`config.mk`:
```
export PLATFORM = sky130hd
export DESIGN_NAME = chip8_timer_ctrl_flat
export DESIGN_NICKNAME = d
export VERILOG_FILES = /design/src/rtl/chip8_timer_ctrl_if.sv /design/src/rtl/chip8_timer_ctrl.sv /design/src/flat_wrapper.sv
export SDC_FILE = /design/constraint.sdc
export NUM_CORES = 1
export LEC_CHECK = 0
export ABC_AREA = 1
export CORE_UTILIZATION = 44
export CTS_BUF_LIST = sky130_fd_sc_hd__clkbuf_4
export CTS_CLUSTER_DIAMETER = 120
export CTS_CLUSTER_SIZE = 12
export DETAILED_ROUTE_END_ITERATION = 12
export HOLD_SLACK_MARGIN = 0.12
export PLACE_DENSITY = 0.66
export SYNTH_ARGS = -nofsm -noshare
export SYNTH_HDL_FRONTEND = slang
export SYNTH_SLANG_ARGS = --single-unit
```
`constraint.sdc`:
```
create_clock -name SYS_CLK -period 1.6 [get_ports SYS_CLK]
set_input_delay 0.16 -clock SYS_CLK [delete_from_list [all_inputs] [get_ports SYS_CLK]]
set_output_delay 0.16 -clock SYS_CLK [all_outputs]
set_load 0.005 [all_outputs]
```
`src/rtl/chip8_timer_ctrl_if.sv`:
```
// chip8_timer_ctrl_if
// Request/response handshake between the CPU execute stage and the
// Chip-8 timer controller.
//   req_valid  CPU request present
//   req_op     00 read DT, 01 write DT, 10 write ST, 11 wait for DT == 0
//   req_data   write value for ops 01 and 10
//   req_ready  controller can accept a request
//   rsp_valid  one-cycle completion pulse
//   rsp_data   response value
interface chip8_timer_ctrl_if;
    logic       req_valid;
    logic [1:0] req_op;
    logic [7:0] req_data;
    logic       req_ready;
    logic       rsp_valid;
    logic [7:0] rsp_data;

    modport master (
        output req_valid, req_op, req_data,
        input  req_ready, rsp_valid, rsp_data
    );

    modport slave (
        input  req_valid, req_op, req_data,
        output req_ready, rsp_valid, rsp_data
    );
endinterface

```
`src/rtl/chip8_timer_ctrl.sv`:
```
// chip8_timer_ctrl
// Owns the Chip-8 delay timer (DT) and sound timer (ST), the shared 60 Hz
// tick generator and the buzzer tone generator. CPU accesses arrive through
// a single request/response handshake and are sequenced IDLE -> EXEC -> RESP.
// Ports:
//   SYS_CLK    system clock, rising edge
//   SYS_RST_N  asynchronous active-low reset
//   bus        request/response handshake (slave side)
//   dt_value   current DT register
//   st_active  ST != 0
//   tone       buzzer square wave, low whenever ST == 0
//   tick       one-cycle 60 Hz tick pulse
module chip8_timer_ctrl #(
    parameter int TICK_DIV = 1666667,
    parameter int TONE_DIV = 113636
) (
    input  logic                SYS_CLK,
    input  logic                SYS_RST_N,
    chip8_timer_ctrl_if.slave   bus,
    output logic [7:0]          dt_value,
    output logic                st_active,
    output logic                tone,
    output logic                tick
);

    localparam int TICK_W = $clog2(TICK_DIV);
    localparam int TONE_W = (TONE_DIV > 1) ? $clog2(TONE_DIV) : 1;
    localparam logic [TICK_W-1:0] TICK_LAST = TICK_W'(TICK_DIV - 1);
    localparam logic [TONE_W-1:0] TONE_LAST = TONE_W'(TONE_DIV - 1);

    localparam logic [1:0] OP_READ_DT  = 2'b00;
    localparam logic [1:0] OP_WRITE_DT = 2'b01;
    localparam logic [1:0] OP_WRITE_ST = 2'b10;
    localparam logic [1:0] OP_WAIT_DT  = 2'b11;

    typedef enum logic [1:0] {
        IDLE = 2'd0,
        EXEC = 2'd1,
        RESP = 2'd2
    } state_t;

    state_t            state;
    logic [1:0]        op_q;
    logic [7:0]        data_q;
    logic [7:0]        dt;
    logic [7:0]        st;
    logic [TICK_W-1:0] tick_cnt;
    logic [TONE_W-1:0] tone_cnt;
    logic              tone_q;
    logic              wr_dt;
    logic              wr_st;

    assign dt_value  = dt;
    assign st_active = (st != 8'd0);
    assign tick      = (tick_cnt == TICK_LAST);
    // The toggle flop is cleared one edge after ST reaches zero; masking keeps
    // the pin silent on that very cycle.
    assign tone      = tone_q & st_active;

    assign wr_dt = (state == EXEC) && (op_q == OP_WRITE_DT);
    assign wr_st = (state == EXEC) && (op_q == OP_WRITE_ST);

    // Free-running tick divider; requests never disturb its phase.
    always_ff @(posedge SYS_CLK or negedge SYS_RST_N) begin
        if (!SYS_RST_N) begin
            tick_cnt <= '0;
        end else if (tick_cnt == TICK_LAST) begin
            tick_cnt <= '0;
        end else begin
            tick_cnt <= tick_cnt + 1'b1;
        end
    end

    // Timers: a write wins over the tick decrement of the same timer only;
    // zero saturates.
    always_ff @(posedge SYS_CLK or negedge SYS_RST_N) begin
        if (!SYS_RST_N) begin
            dt <= 8'd0;
            st <= 8'd0;
        end else begin
            if (wr_dt) begin
                dt <= data_q;
            end else if (tick && (dt != 8'd0)) begin
                dt <= dt - 8'd1;
            end
            if (wr_st) begin
                st <= data_q;
            end else if (tick && (st != 8'd0)) begin
                st <= st - 8'd1;
            end
        end
    end

    // Tone divider runs only while ST is nonzero; starting from a held zero
    // puts the first toggle TONE_DIV cycles after ST leaves zero.
    always_ff @(posedge SYS_CLK or negedge SYS_RST_N) begin
        if (!SYS_RST_N) begin
            tone_cnt <= '0;
            tone_q   <= 1'b0;
        end else if (st == 8'd0) begin
            tone_cnt <= '0;
            tone_q   <= 1'b0;
        end else if (tone_cnt == TONE_LAST) begin
            tone_cnt <= '0;
            tone_q   <= ~tone_q;
        end else begin
            tone_cnt <= tone_cnt + 1'b1;
        end
    end

    // Captured request fields; only consulted in EXEC, so no reset needed.
    always_ff @(posedge SYS_CLK) begin
        if ((state == IDLE) && bus.req_valid) begin
            op_q   <= bus.req_op;
            data_q <= bus.req_data;
        end
    end

    // Request sequencer with registered handshake outputs.
    always_ff @(posedge SYS_CLK or negedge SYS_RST_N) begin
        if (!SYS_RST_N) begin
            state         <= IDLE;
            bus.req_ready <= 1'b1;
            bus.rsp_valid <= 1'b0;
            bus.rsp_data  <= 8'd0;
        end else begin
            case (state)
                IDLE: begin
                    bus.rsp_valid <= 1'b0;
                    if (bus.req_valid) begin
                        bus.req_ready <= 1'b0;
                        state         <= EXEC;
                    end
                end
                EXEC: begin
                    // DT is sampled before this edge's decrement, so a read
                    // on a tick edge sees the pre-decrement value.
                    if ((op_q != OP_WAIT_DT) || (dt == 8'd0)) begin
                        case (op_q)
                            OP_READ_DT: bus.rsp_data <= dt;
                            OP_WAIT_DT: bus.rsp_data <= 8'd0;
                            default:    bus.rsp_data <= data_q;
                        endcase
                        bus.rsp_valid <= 1'b1;
                        state         <= RESP;
                    end
                end
                RESP: begin
                    bus.rsp_valid <= 1'b0;
                    bus.req_ready <= 1'b1;
                    state         <= IDLE;
                end
                default: begin
                    bus.rsp_valid <= 1'b0;
                    bus.req_ready <= 1'b1;
                    state         <= IDLE;
                end
            endcase
        end
    end

endmodule

```
`src/flat_wrapper.sv`:
```
// flat-port wrapper written by rule: the top's interface ports become plain ports
module chip8_timer_ctrl_flat 
#(
    parameter int TICK_DIV = 1666667,
    parameter int TONE_DIV = 113636
)
  (SYS_CLK, SYS_RST_N, dt_value, st_active, tone, tick, bus_req_valid, bus_req_op, bus_req_data, bus_req_ready, bus_rsp_valid, bus_rsp_data);
  chip8_timer_ctrl_if bus_i ();
  input  logic SYS_CLK;
  input  logic SYS_RST_N;
  output logic [7:0] dt_value;
  output logic st_active;
  output logic tone;
  output logic tick;
  input wire logic [$bits(bus_i.req_valid)-1:0] bus_req_valid;
  input wire logic [$bits(bus_i.req_op)-1:0] bus_req_op;
  input wire logic [$bits(bus_i.req_data)-1:0] bus_req_data;
  output wire logic [$bits(bus_i.req_ready)-1:0] bus_req_ready;
  output wire logic [$bits(bus_i.rsp_valid)-1:0] bus_rsp_valid;
  output wire logic [$bits(bus_i.rsp_data)-1:0] bus_rsp_data;
  assign bus_i.req_valid = bus_req_valid;
  assign bus_i.req_op = bus_req_op;
  assign bus_i.req_data = bus_req_data;
  assign bus_req_ready = bus_i.req_ready;
  assign bus_rsp_valid = bus_i.rsp_valid;
  assign bus_rsp_data = bus_i.rsp_data;
  chip8_timer_ctrl #(.TICK_DIV(TICK_DIV), .TONE_DIV(TONE_DIV)) u_core (.SYS_CLK(SYS_CLK), .SYS_RST_N(SYS_RST_N), .bus(bus_i), .dt_value(dt_value), .st_active(st_active), .tone(tone), .tick(tick));
endmodule
```
## Word-level counts from Yosys, hierarchy flattened

Index checks and enable logic that the tools add are counted.
W data, S select, Z words.

| operators by class | value |
|---|---|
| $add $sub $neg | 4 |
| $mul | 0 |
| divide/modulo/power cells | 0 |
| $lt $le $gt $ge | 0 |
| equality and inequality tests | 9 |
| shift-type cells | 0 |
| muxes and demuxes | 17 |
| bitwise operators | 3 |
| reduce and logical (&&, ||, !) cells | 18 |

Operators by type and width:

| cell | count |
|---|---|
| $mux W17 | 2 |
| $mux W8 | 4 |
| $add A21 B1 Y21 const B | 1 |
| $eq A21 B21 Y1 const B | 1 |
| $mux W21 | 1 |
| $add A17 B1 Y17 const B | 1 |
| $eq A17 B17 Y1 const B | 1 |
| $logic_not A8 Y1 | 2 |
| $pmux W8 S2 | 1 |
| $reduce_bool A8 Y1 | 2 |
| $sub A8 B1 Y8 const B | 2 |
| $ne A2 B2 Y1 const B | 3 |
| $reduce_and A2 Y1 | 3 |
| $reduce_bool A2 Y1 | 3 |
| $logic_and A1 B1 Y1 | 5 |
| $mux W1 | 5 |
| $eq A2 B1 Y1 const B | 2 |
| $eq A2 B2 Y1 const B | 2 |
| $logic_not A2 Y1 | 2 |
| $mux W2 | 2 |
| $pmux W2 S2 | 1 |
| $not A1 Y1 | 2 |
| $pmux W1 S2 | 1 |
| $and A1 B1 Y1 | 1 |
| $logic_or A1 B1 Y1 | 1 |

| word-level totals | value |
|---|---|
| flip-flop bits (word level) | 77 |
| bits in latches | 0 |
| bits in writable memories | 0 |
| memory bits (read-only) | 0 |
| output and inout bits | 21 |
| logic and storage cells | 62 |
| memories kept | 0 |

## Longest topological paths before layout

Gate-level depths: netlist of run 1.

| depth | value |
|---|---|
| word-level depth | 4 |
| depth in mapped cells | 10 |
| depth with buffers taken out | 9 |

## Worst setup path after synthesis of run 1

No wires, ideal clock.

| timing path | value |
|---|---|
| path type | register -> register |
| start point | register u_core.op_q[0] |
| end point | register u_core.bus.rsp_data[0] |
| library setup time | 0.074 ns |
| arrival | 1.465 ns |
| setup slack | 0.061 ns |
| stages on the path, launching flop included | 7 |
| path buffers | 1 |
| path through | edfxtp_1 > inv_1 > ha_1 > buf_1 > nor2_1 > a22oi_1 > o21ai_2 |

| on the way | value |
|---|---|
| longest elaborated chain between the ends | 3 |
| elaborated cells on any way between the ends | 6 |
| those cells by class | eq/ne (2); mux (1); reduce/logical (3) |

Ends and longest elaborated chain:

| element | RTL line | text |
|---|---|---|
| start, declared | chip8_timer_ctrl.sv:43 | `logic [1:0] op_q;` |
| start signal, assigned | chip8_timer_ctrl.sv:114 | `op_q <= bus.req_op;` |
| $ne A2 B2 Y1 | chip8_timer_ctrl.sv:138 | `if ((op_q != OP_WAIT_DT) \|\| (dt == 8'd0)) begin` |
| $logic_or A1 B1 Y1 | chip8_timer_ctrl.sv:138 |  |
| $reduce_and A2 Y1 (no line) | - |  |
| end signal, assigned | chip8_timer_ctrl.sv:140 | `OP_READ_DT: bus.rsp_data <= dt;` |
| end signal, assigned | chip8_timer_ctrl.sv:142 | `default: bus.rsp_data <= data_q;` |
| end, declared | chip8_timer_ctrl_if.sv:25 | `output req_ready, rsp_valid, rsp_data` |

Parallel ways exist; a longest one is shown, timed or not.
A chain may end at the register's enable or synchronous reset.

## Worst setup path in the final report of run 1

| timing path | value |
|---|---|
| start point | register u_core.tick_cnt[15] |
| end point | output port tick |

| on the way | value |
|---|---|
| longest elaborated chain between the ends | 1 |

Ends and longest elaborated chain:

| element | RTL line | text |
|---|---|---|
| start, declared | chip8_timer_ctrl.sv:47 | `logic [TICK_W-1:0] tick_cnt;` |
| start signal, assigned | chip8_timer_ctrl.sv:70 | `tick_cnt <= tick_cnt + 1'b1;` |
| $eq A21 B21 Y1 | chip8_timer_ctrl.sv:55 | `assign tick = (tick_cnt == TICK_LAST);` |
| end, declared | flat_wrapper.sv:14 | `output logic tick;` |

No other way between the ends.

==> impl_summary.log, run 1 <==
[metrics] status: complete, but fails checks
[metrics] failing checks: negative setup slack
[metrics] number of routed nets with antenna violations: 0
[metrics] count of mapped cells out of synthesis: around 530
[metrics] post-synthesis average cell area: roughly 8.0 um2
[metrics] fraction of post-synthesis cell area in the top cell type by area: 39.0%
[metrics] share of synthesized registers carrying an async set or reset: around 87%
[metrics] leakage power figure: 0.00281 uW
[metrics] final worst path period share: 104%
[metrics] Worst Clk Skew: around 11 ps
[metrics] via count of the routed design: roughly 3,800
[metrics] area occupied by multi-input gates: 0.00219 mm2
[metrics] yosys synthesis warning count: 0
[metrics] clock latency reported for the late side of the worst-skew pair: just over 400 ps
[metrics] fraction of the yosys area taken by sequential cells: 46.7%
[metrics] accumulated negative setup slack: -123 ps
[metrics] detailed router's first-iteration violation count: approximately 220
[metrics] minimum period implied by the final worst setup slack: 1670 ps
[metrics] area of all sequential standard cells: 0.00198 mm2
[metrics] slack of the critical path: -66.9 ps
[metrics] DIE AREA: around 0.01 mm2
[metrics] setup violators final: 2
[metrics] Rows: 35
[metrics] Clock Tree Root: clkbuf_4
[metrics] clock slew at the register clock pins of the worst setup and hold paths: about 120 ps
[metrics] type of the worst setup path: reg2out
[metrics] Floorplan Core Area: approximately 0.0093 mm2
[metrics] nets: roughly 660
[metrics] area added between synthesis and finish: 33.0%
[metrics] synthesized cell area: between 0.004 and 0.005 mm2
[metrics] number of unique standard cell types used by synthesis: 32
[metrics] number of levels in the clock H-tree: 3
[metrics] Antenna Cells: 0
[metrics] clock sink count: 77
[metrics] setup repair after global routing missed its margin: true
[metrics] num ports: 34
[metrics] clock buffers created by TritonCTS: 9
[metrics] Power per Cell Area: 1350 mW/mm2
[metrics] number of vias per cell: ~5.0
[metrics] worst hold slack across all endpoints: roughly 270 ps
[metrics] Crit. End Element: output port
[metrics] VDD IR-drop max: between 0.0007 and 0.0008 V
[metrics] pre-CTS worst setup slack: -97.2 ps
[metrics] filler cell count in the final layout: roughly 830
[metrics] final number of max-transition violations: 0
[metrics] synthesized net count: about 550
[metrics] horizontal die dimension: ~100 um
[metrics] most common cell after layout, fill and taps aside: nand2_1
[metrics] CP startpoint kind: register
[metrics] dominant register cell in the synthesized netlist: dfrtp_1
[metrics] register bit total from synthesis: 77
[metrics] top area cells in the synthesized netlist: dfrtp_1 39%, nand2_1 11%, nor2_1 7.2%, edfxtp_1 7.1%, inv_1 5.7%
[metrics] placer congestion estimate: between 0.8 and 0.9
[metrics] average routed wire per standard cell: between 10 and 15 um
[metrics] cell area reported after detailed placement: roughly 0.0050 mm2
[metrics] Hold/Removal Path Class: in2async
[metrics] most frequent cells in the layout: 111 x nand2_1, 74 x nor2_1, 66 x dfrtp_1
[metrics] final design instance area without fill: 0.00563 mm2
[metrics] fraction of final layout cells sized beyond drive strength 1: between 20% and 30%
[metrics] global-route wire length before repair: between 15,000 and 20,000 um
[metrics] antenna violations before repair: 0
[metrics] worst-path maximum fanout: 2
[metrics] effective utilization at floorplan: about 46%
[metrics] number of hold violations in the final report: 0
[metrics] library cell with the largest summed area after synthesis: dfrtp_1
[metrics] combined global-route utilization of all metal layers: a little over a fifth
[metrics] largest net degree at the start of global routing: 32
[metrics] number of enable flip-flop cells after synthesis: 10
[metrics] arrival time of the worst setup path: ~1500 ps
[metrics] transition time of the tightest slew-check pin: 562 ps
[metrics] worst endpoint required time: around 1400 ps
[metrics] Initial DRT Pass Iterations: 4
[metrics] clock buffer depth: 2
[metrics] highest attainable clock frequency: approximately 0.60 GHz
[metrics] detailed-placement wirelength estimate: about 7000 um
[metrics] die outline height: roughly 100 um
[metrics] drc violations: 0
[metrics] Slew headroom: ~63%
[metrics] number of buffers inserted by port buffering: 33
[metrics] vias in the first global route: about 3,800
[metrics] Power Total: roughly 7600 uW
[metrics] max-capacitance violation count: 0
[metrics] CTS tree: built
[metrics] final WL: ~10,000 um
[metrics] overflow left after global routing: 0
==> cell families (layout without fill, tap and decap cells) <==
logic type	after synthesis	after routing	share of synthesized area (%)
DFF	77	77	46.7
buffers and inverters	73	181	6.83
and+or+nand+nor	300	302	32.4
AOI/OAI and AO/OA	46	46	6.62
xor gates and xnor gates	20	20	4.14
adders and majority gates	11	11	3.25
==> metal layers <==
| layer | routed length [um] | global-route usage [%] |
|---|---|---|
| met1 | 4480 | 26.1 |
| met2 | 5140 | 37.2 |
| met3 | 391 | 3.27 |
| met4 | 163 | 8.36 |
| met5 | 0 | 0 |
==> critical path, stage by stage, from the launching register on <==
cell and delay [ps]:
dfrtp_1 400, inv_1 70, nand4_1 150, nor2_1 160, nand4_1 120, inv_1 90
buf_2 110
==> Yosys cell counts (8+ instances only) <==
master,n
nand2_1,127
nor2_1,81
dfrtp_1,66
inv_1,64
nand3_1,46
o21ai_0,21
nand4_1,16
xor2_1,13
ha_1,11
edfxtp_1,10
a22oi_1,8
o21ai_2,8
==> state kept, by name (all words and copies together) (netlist names) <==
name / count
u_core.tone_q: 1
u_core.state: 2
u_core.op_q: 2
u_core.bus.rsp_data: 8
u_core.tick_cnt: 21
u_core.bus.req_ready: 1
u_core.bus.rsp_valid: 1
u_core.tone_cnt: 17
u_core.dt_value: 8
u_core.st: 8
u_core.data_q: 8
==> final timing paths <==
path                            slack (ps)                   end  cells past startpoint                 from
worst max register to register           0          u_core.st[7]                     10   u_core.tick_cnt[0]
worst min register to register         470    u_core.tone_cnt[0]                      1   u_core.tone_cnt[0]
worst min-delay path                   270   u_core.tick_cnt[14]                      2            SYS_RST_N
min in group SYS_CLK                   300      u_core.data_q[5]                      1      bus_req_data[5]
worst max-delay path                   -70                  tick                      6  u_core.tick_cnt[15]
max in group asynchronous              750  u_core.bus.req_ready                      3            SYS_RST_N
==> report_power, final <==
| part | internal [uW] | switching (uW) | total, uW | leakage [uW] |
|---|---|---|---|---|
| sequential | 2440 | 337 | 2780 | 0.000972 |
| clock | 798 | 663 | 1460 | 0.0000955 |
| combinational | 1500 | 1870 | 3370 | 0.00175 |
==> per-stage QoR <==
step | util (%) | std cells
floorplan | - | 527
global placement | 54.4 | 728
detailed placement | 54.4 | 728
CTS | 57.9 | 758
global route | 60.6 | 766
finish | 60.6 | 766
==> area by class of cell <==
cell class                 count  share of cell area, %
multi-input combinational    379                   39.0
sequential                    77                   35.1
timing repair buffer          98                   15.4
inverter                      67                   4.51
tap                          129                   2.87
clock inverter                 6                   1.82
clock buffer                  10                   1.33
==> what timing repair did <==
item,CTS,global route
setup endpoints to repair,42,50
buffers inserted,13,7
gates cloned,1,1
endpoints found under the hold margin,33,0
hold buffers,1,0
pin swaps,11,12
gates resized for setup,33,49
Note: power is estimated with default switching activity, not from simulation.
==> run 2: changes to the inputs <==
Settings changed: CORE_UTILIZATION 44 to 55, PLACE_DENSITY 0.66 to 0.79, SLEW_MARGIN set to 5.
Clock period 1.6 ns to 1.4 ns, I/O delays scaled along.
==> run 2 against run 1 <==
  * The run still ends with negative setup slack left
  * Highest routed layer unchanged
  * Sequential cell count unchanged
  * Register-to-register slack got worse by 530 ps
  * Final cell count increased by 2.9%
  * Count of clock-buffer cells in the layout increased by 1
  * First-iteration DRC count increased to 2.8 times the previous value
  * Die area decreased by 20%
==> impl_summary.log, run 2 (same netlist as run 1, synthesis figures left out) <==
[metrics] status: complete, but fails checks (unchanged)
[metrics] failing checks: negative setup slack (unchanged)
[metrics] detailed router's first-iteration violation count: 613 (was 221)
[metrics] number of levels in the clock H-tree: 3 (unchanged)
[metrics] reg2reg end: u_core.st[0] (was u_core.st[7])
[metrics] Antenna Cells: 0 (unchanged)
[metrics] transition time of the tightest slew-check pin: 427 ps (was 562 ps)
[metrics] area occupied by multi-input gates: 0.00269 mm2 (was 0.00219 mm2)
[metrics] area of all sequential standard cells: 0.00198 mm2 (about the same)
[metrics] die outline height: 89.7 um (was 100 um)
[metrics] via count of the routed design: 5,021 (was 3,815)
[metrics] antenna violations before repair: 0 (unchanged)
[metrics] Crit. End Element: register (was output port)
[metrics] Net Switching: 4910 uW (was 2870 uW)
[metrics] largest net degree at the start of global routing: 68 (was 32)
[metrics] overflow left after global routing: 0 (unchanged)
[metrics] detailed-placement wirelength estimate: 7170 um (was 7020 um)
[metrics] CTS tree: built (unchanged)
[metrics] final core utilization: 88.5% (was 60.6%)
[metrics] worst reg2reg path startpoint: u_core.tick_cnt[12] (was u_core.tick_cnt[0])
[metrics] clock latency reported for the late side of the worst-skew pair: 480 ps (was 410 ps)
[metrics] final number of max-transition violations: 0 (unchanged)
[metrics] number of cells traversed by the worst register-to-register path: 9 (was 10)
[metrics] number of flip-flops under the largest register name: 21 (unchanged)
[metrics] Initial DRT Pass Iterations: 8 (was 4)
[metrics] register with the highest flop count: u_core.tick_cnt (unchanged)
[metrics] CP startpoint kind: register (unchanged)
[metrics] average routed wire per standard cell: 22.6 um (was 13.3 um)
[metrics] drc violations: 0 (unchanged)
[metrics] nets: 708 (was 656)
[metrics] number of hold violations in the final report: 0 (unchanged)
[metrics] number of routed nets with antenna violations: 0 (unchanged)
[metrics] worst setup slack for register-to-register paths: -530 ps (was 0 ps)
[metrics] fraction of final layout cells sized beyond drive strength 1: 43.7% (was 24.8%)
[metrics] max-capacitance violation count: 0 (unchanged)
[metrics] Power Total: 10,800 uW (was 7610 uW)
[metrics] Floorplan Core Area: 0.00733 mm2 (was 0.00928 mm2)
[metrics] worst endpoint required time: 1810 ps (was 1440 ps)
[metrics] Power per Cell Area: 1670 mW/mm2 (was 1350 mW/mm2)
[metrics] Rows: 31 (was 35)
[metrics] vias in the first global route: 4,335 (was 3,843)
[metrics] combinational group share of total power: 55.9% (was 44.3%)
[metrics] placer congestion estimate: 0.862 (was 0.824)
[metrics] cell depth of the worst hold path: 1
[metrics] final worst path period share: 138%
[metrics] arrival time of the worst setup path: 2340 ps (was 1510 ps)
[metrics] filler cell count in the final layout: 270 (was 828)
[metrics] Worst Clk Skew: 23.4 ps (was 11.4 ps)
[metrics] portion of total power attributed to the clock network: 13.3% (was 19.2%)
[metrics] biggest registers after layout: u_core.tick_cnt: 21 flops, u_core.tone_cnt: 17 flops (unchanged)
[metrics] clock sink count: 77 (unchanged)
[metrics] accumulated negative setup slack: -18,170 ps (was -123 ps)
[metrics] Clock Tree Root: clkbuf_4 (unchanged)
[metrics] Hold/Removal Path Class: in2reg (was in2async)
[metrics] final WL: 17,800 um (was 10,200 um)
[metrics] area added between synthesis and finish: 53.2% (was 33.0%)
[metrics] setup repair after global routing missed its margin: true (unchanged)
[metrics] combined global-route utilization of all metal layers: 31.4% (was 21.2%)
[metrics] worst min-delay path startpoint: bus_req_op[0]
[metrics] number of buffers inserted by port buffering: 33 (unchanged)
[metrics] Flop pwr share: 30.8% (was 36.5%)
[metrics] Hold Path Sink: u_core.op_q[0]
[metrics] Slew headroom: 71.4% (was 62.6%)
[metrics] worst-path maximum fanout: 8 (was 2)
[metrics] leakage power figure: 0.00307 uW (was 0.00281 uW)
[metrics] highest attainable clock frequency: between 0.5 and 0.6 GHz
[metrics] minimum period implied by the final worst setup slack: a little under 2000 ps
[metrics] most frequent cells in the layout: 91 x nand2_1, 89 x buf_4, 65 x dfrtp_1 (was 111 x nand2_1, 74 x nor2_1, 66 x dfrtp_1)
[metrics] DIE AREA: 0.00805 mm2 (was 0.0100 mm2)
[metrics] most common cell after layout, fill and taps aside: nand2_1 (unchanged)
[metrics] setup violators final: 69 (was 2)
[metrics] num ports: 34 (unchanged)
[metrics] type of the worst setup path: reg2reg (was reg2out)
[metrics] horizontal die dimension: 89.7 um (was 100 um)
[metrics] global-route wire length before repair: 20,000 um (was 16,800 um)
[metrics] number of vias per cell: 6.37 (was 4.98)
[metrics] clock buffers created by TritonCTS: 9 (unchanged)
[metrics] clock slew at the register clock pins of the worst setup and hold paths: 140 ps (was 120 ps)
[metrics] slack of the critical path: -533 ps (was -66.9 ps)
[metrics] VDD IR-drop max: 0.00133 V (was 0.000752 V)
[metrics] effective utilization at floorplan: 57.8% (was 45.6%)
[metrics] cell internal pwr: 5910 uW (was 4740 uW)
[metrics] clock buffer depth: 2 (unchanged)
[metrics] Sw Share: 45.4% (was 37.7%)
run 2: changes by cell type in the layout (fill, tap and decap cells not counted), sizes merged, moves of 2 or more:
cell           delta
clkdlybuf4s50     -9
buf              +50
dlymetal6s2s      -6
bufinv            -2
dlygate4sd2       +6
clkbuf            +2
clkdlybuf4s15     +8
nand2             +2
run 2: worst max path at each step:
stage,endpoint,start,slack (ps),depth (start not counted)
final,u_core.st[0],u_core.tick_cnt[12],-530,9
after global routing,u_core.st[0],u_core.tick_cnt[12],-550,9
after global placement,tick,u_core.tick_cnt[15],-190,6
after detailed placement,tick,u_core.tick_cnt[0],-230,7
after CTS,tick,u_core.tick_cnt[12],-300,6
after floorplan,u_core.bus.rsp_data[6],u_core.dt_value[0],20,8
run 2: power by group through the flow:
stage | clock, uW | combinational [uW] | sequential [uW]
2_1_floorplan | 0 | 2020 | 3220
3_3_place_gp | 0 | 3630 | 3140
3_5_place_dp | 0 | 3750 | 3170
4_1_cts | 1380 | 4320 | 3140
5_1_grt | 1480 | 6270 | 3350
6_report | 1440 | 6050 | 3330
run 2: per-layer routing:
layer / vias up / track usage (%) / wire length [um]
met1: 2347 / 36.2 / 5920
met4: 0 / 13.8 / 1480
met3: 165 / 8.21 / 2080
li1: 2011 / - / -
met2: 498 / 54.9 / 8280
met5: - / 0 / 0
run 2: critical path, cell delays in order (launching register included):
cell and delay (ps):
dfrtp_1 410, inv_1 110, nand4_1 250, buf_4 240
buf_4 130, nor2_4 220, nand3_4 210, nand2_8 170
nand2_2 60, nand2_1 90
run 2: repair_timing:
| action | CTS | global route |
|---|---|---|
| setup buffers | 35 | 22 |
| cloned | 3 | 2 |
| gates resized for setup | 96 | 151 |
| pin swaps | 21 | 63 |
| endpoints found under the setup margin | 66 | 72 |
| hold endpoints to repair | 67 | 0 |
| hold buffers | 1 | 0 |
run 2: metrics by stage:
stage | worst slack [ps] | area, um2 | instances | hold slack, ps
floorplan | 16.4 | 4240 | 527 | -156
global placement | -193 | 5220 | 723 | 187
detailed placement | -225 | 5220 | 723 | 187
CTS | -303 | 5850 | 775 | 228
global route | -550 | 6480 | 788 | 212
finish | -533 | 6480 | 788 | 215
run 2: cell type report:
cell class	count	area share (%)
Clock buffer	11	1.27
Sequential cell	77	30.5
Tap cell	99	1.91
Timing Repair Buffer	148	20.0
Clock inverter	5	0.791
Inverter	67	4.01
Multi-Input combinational cell	381	41.5
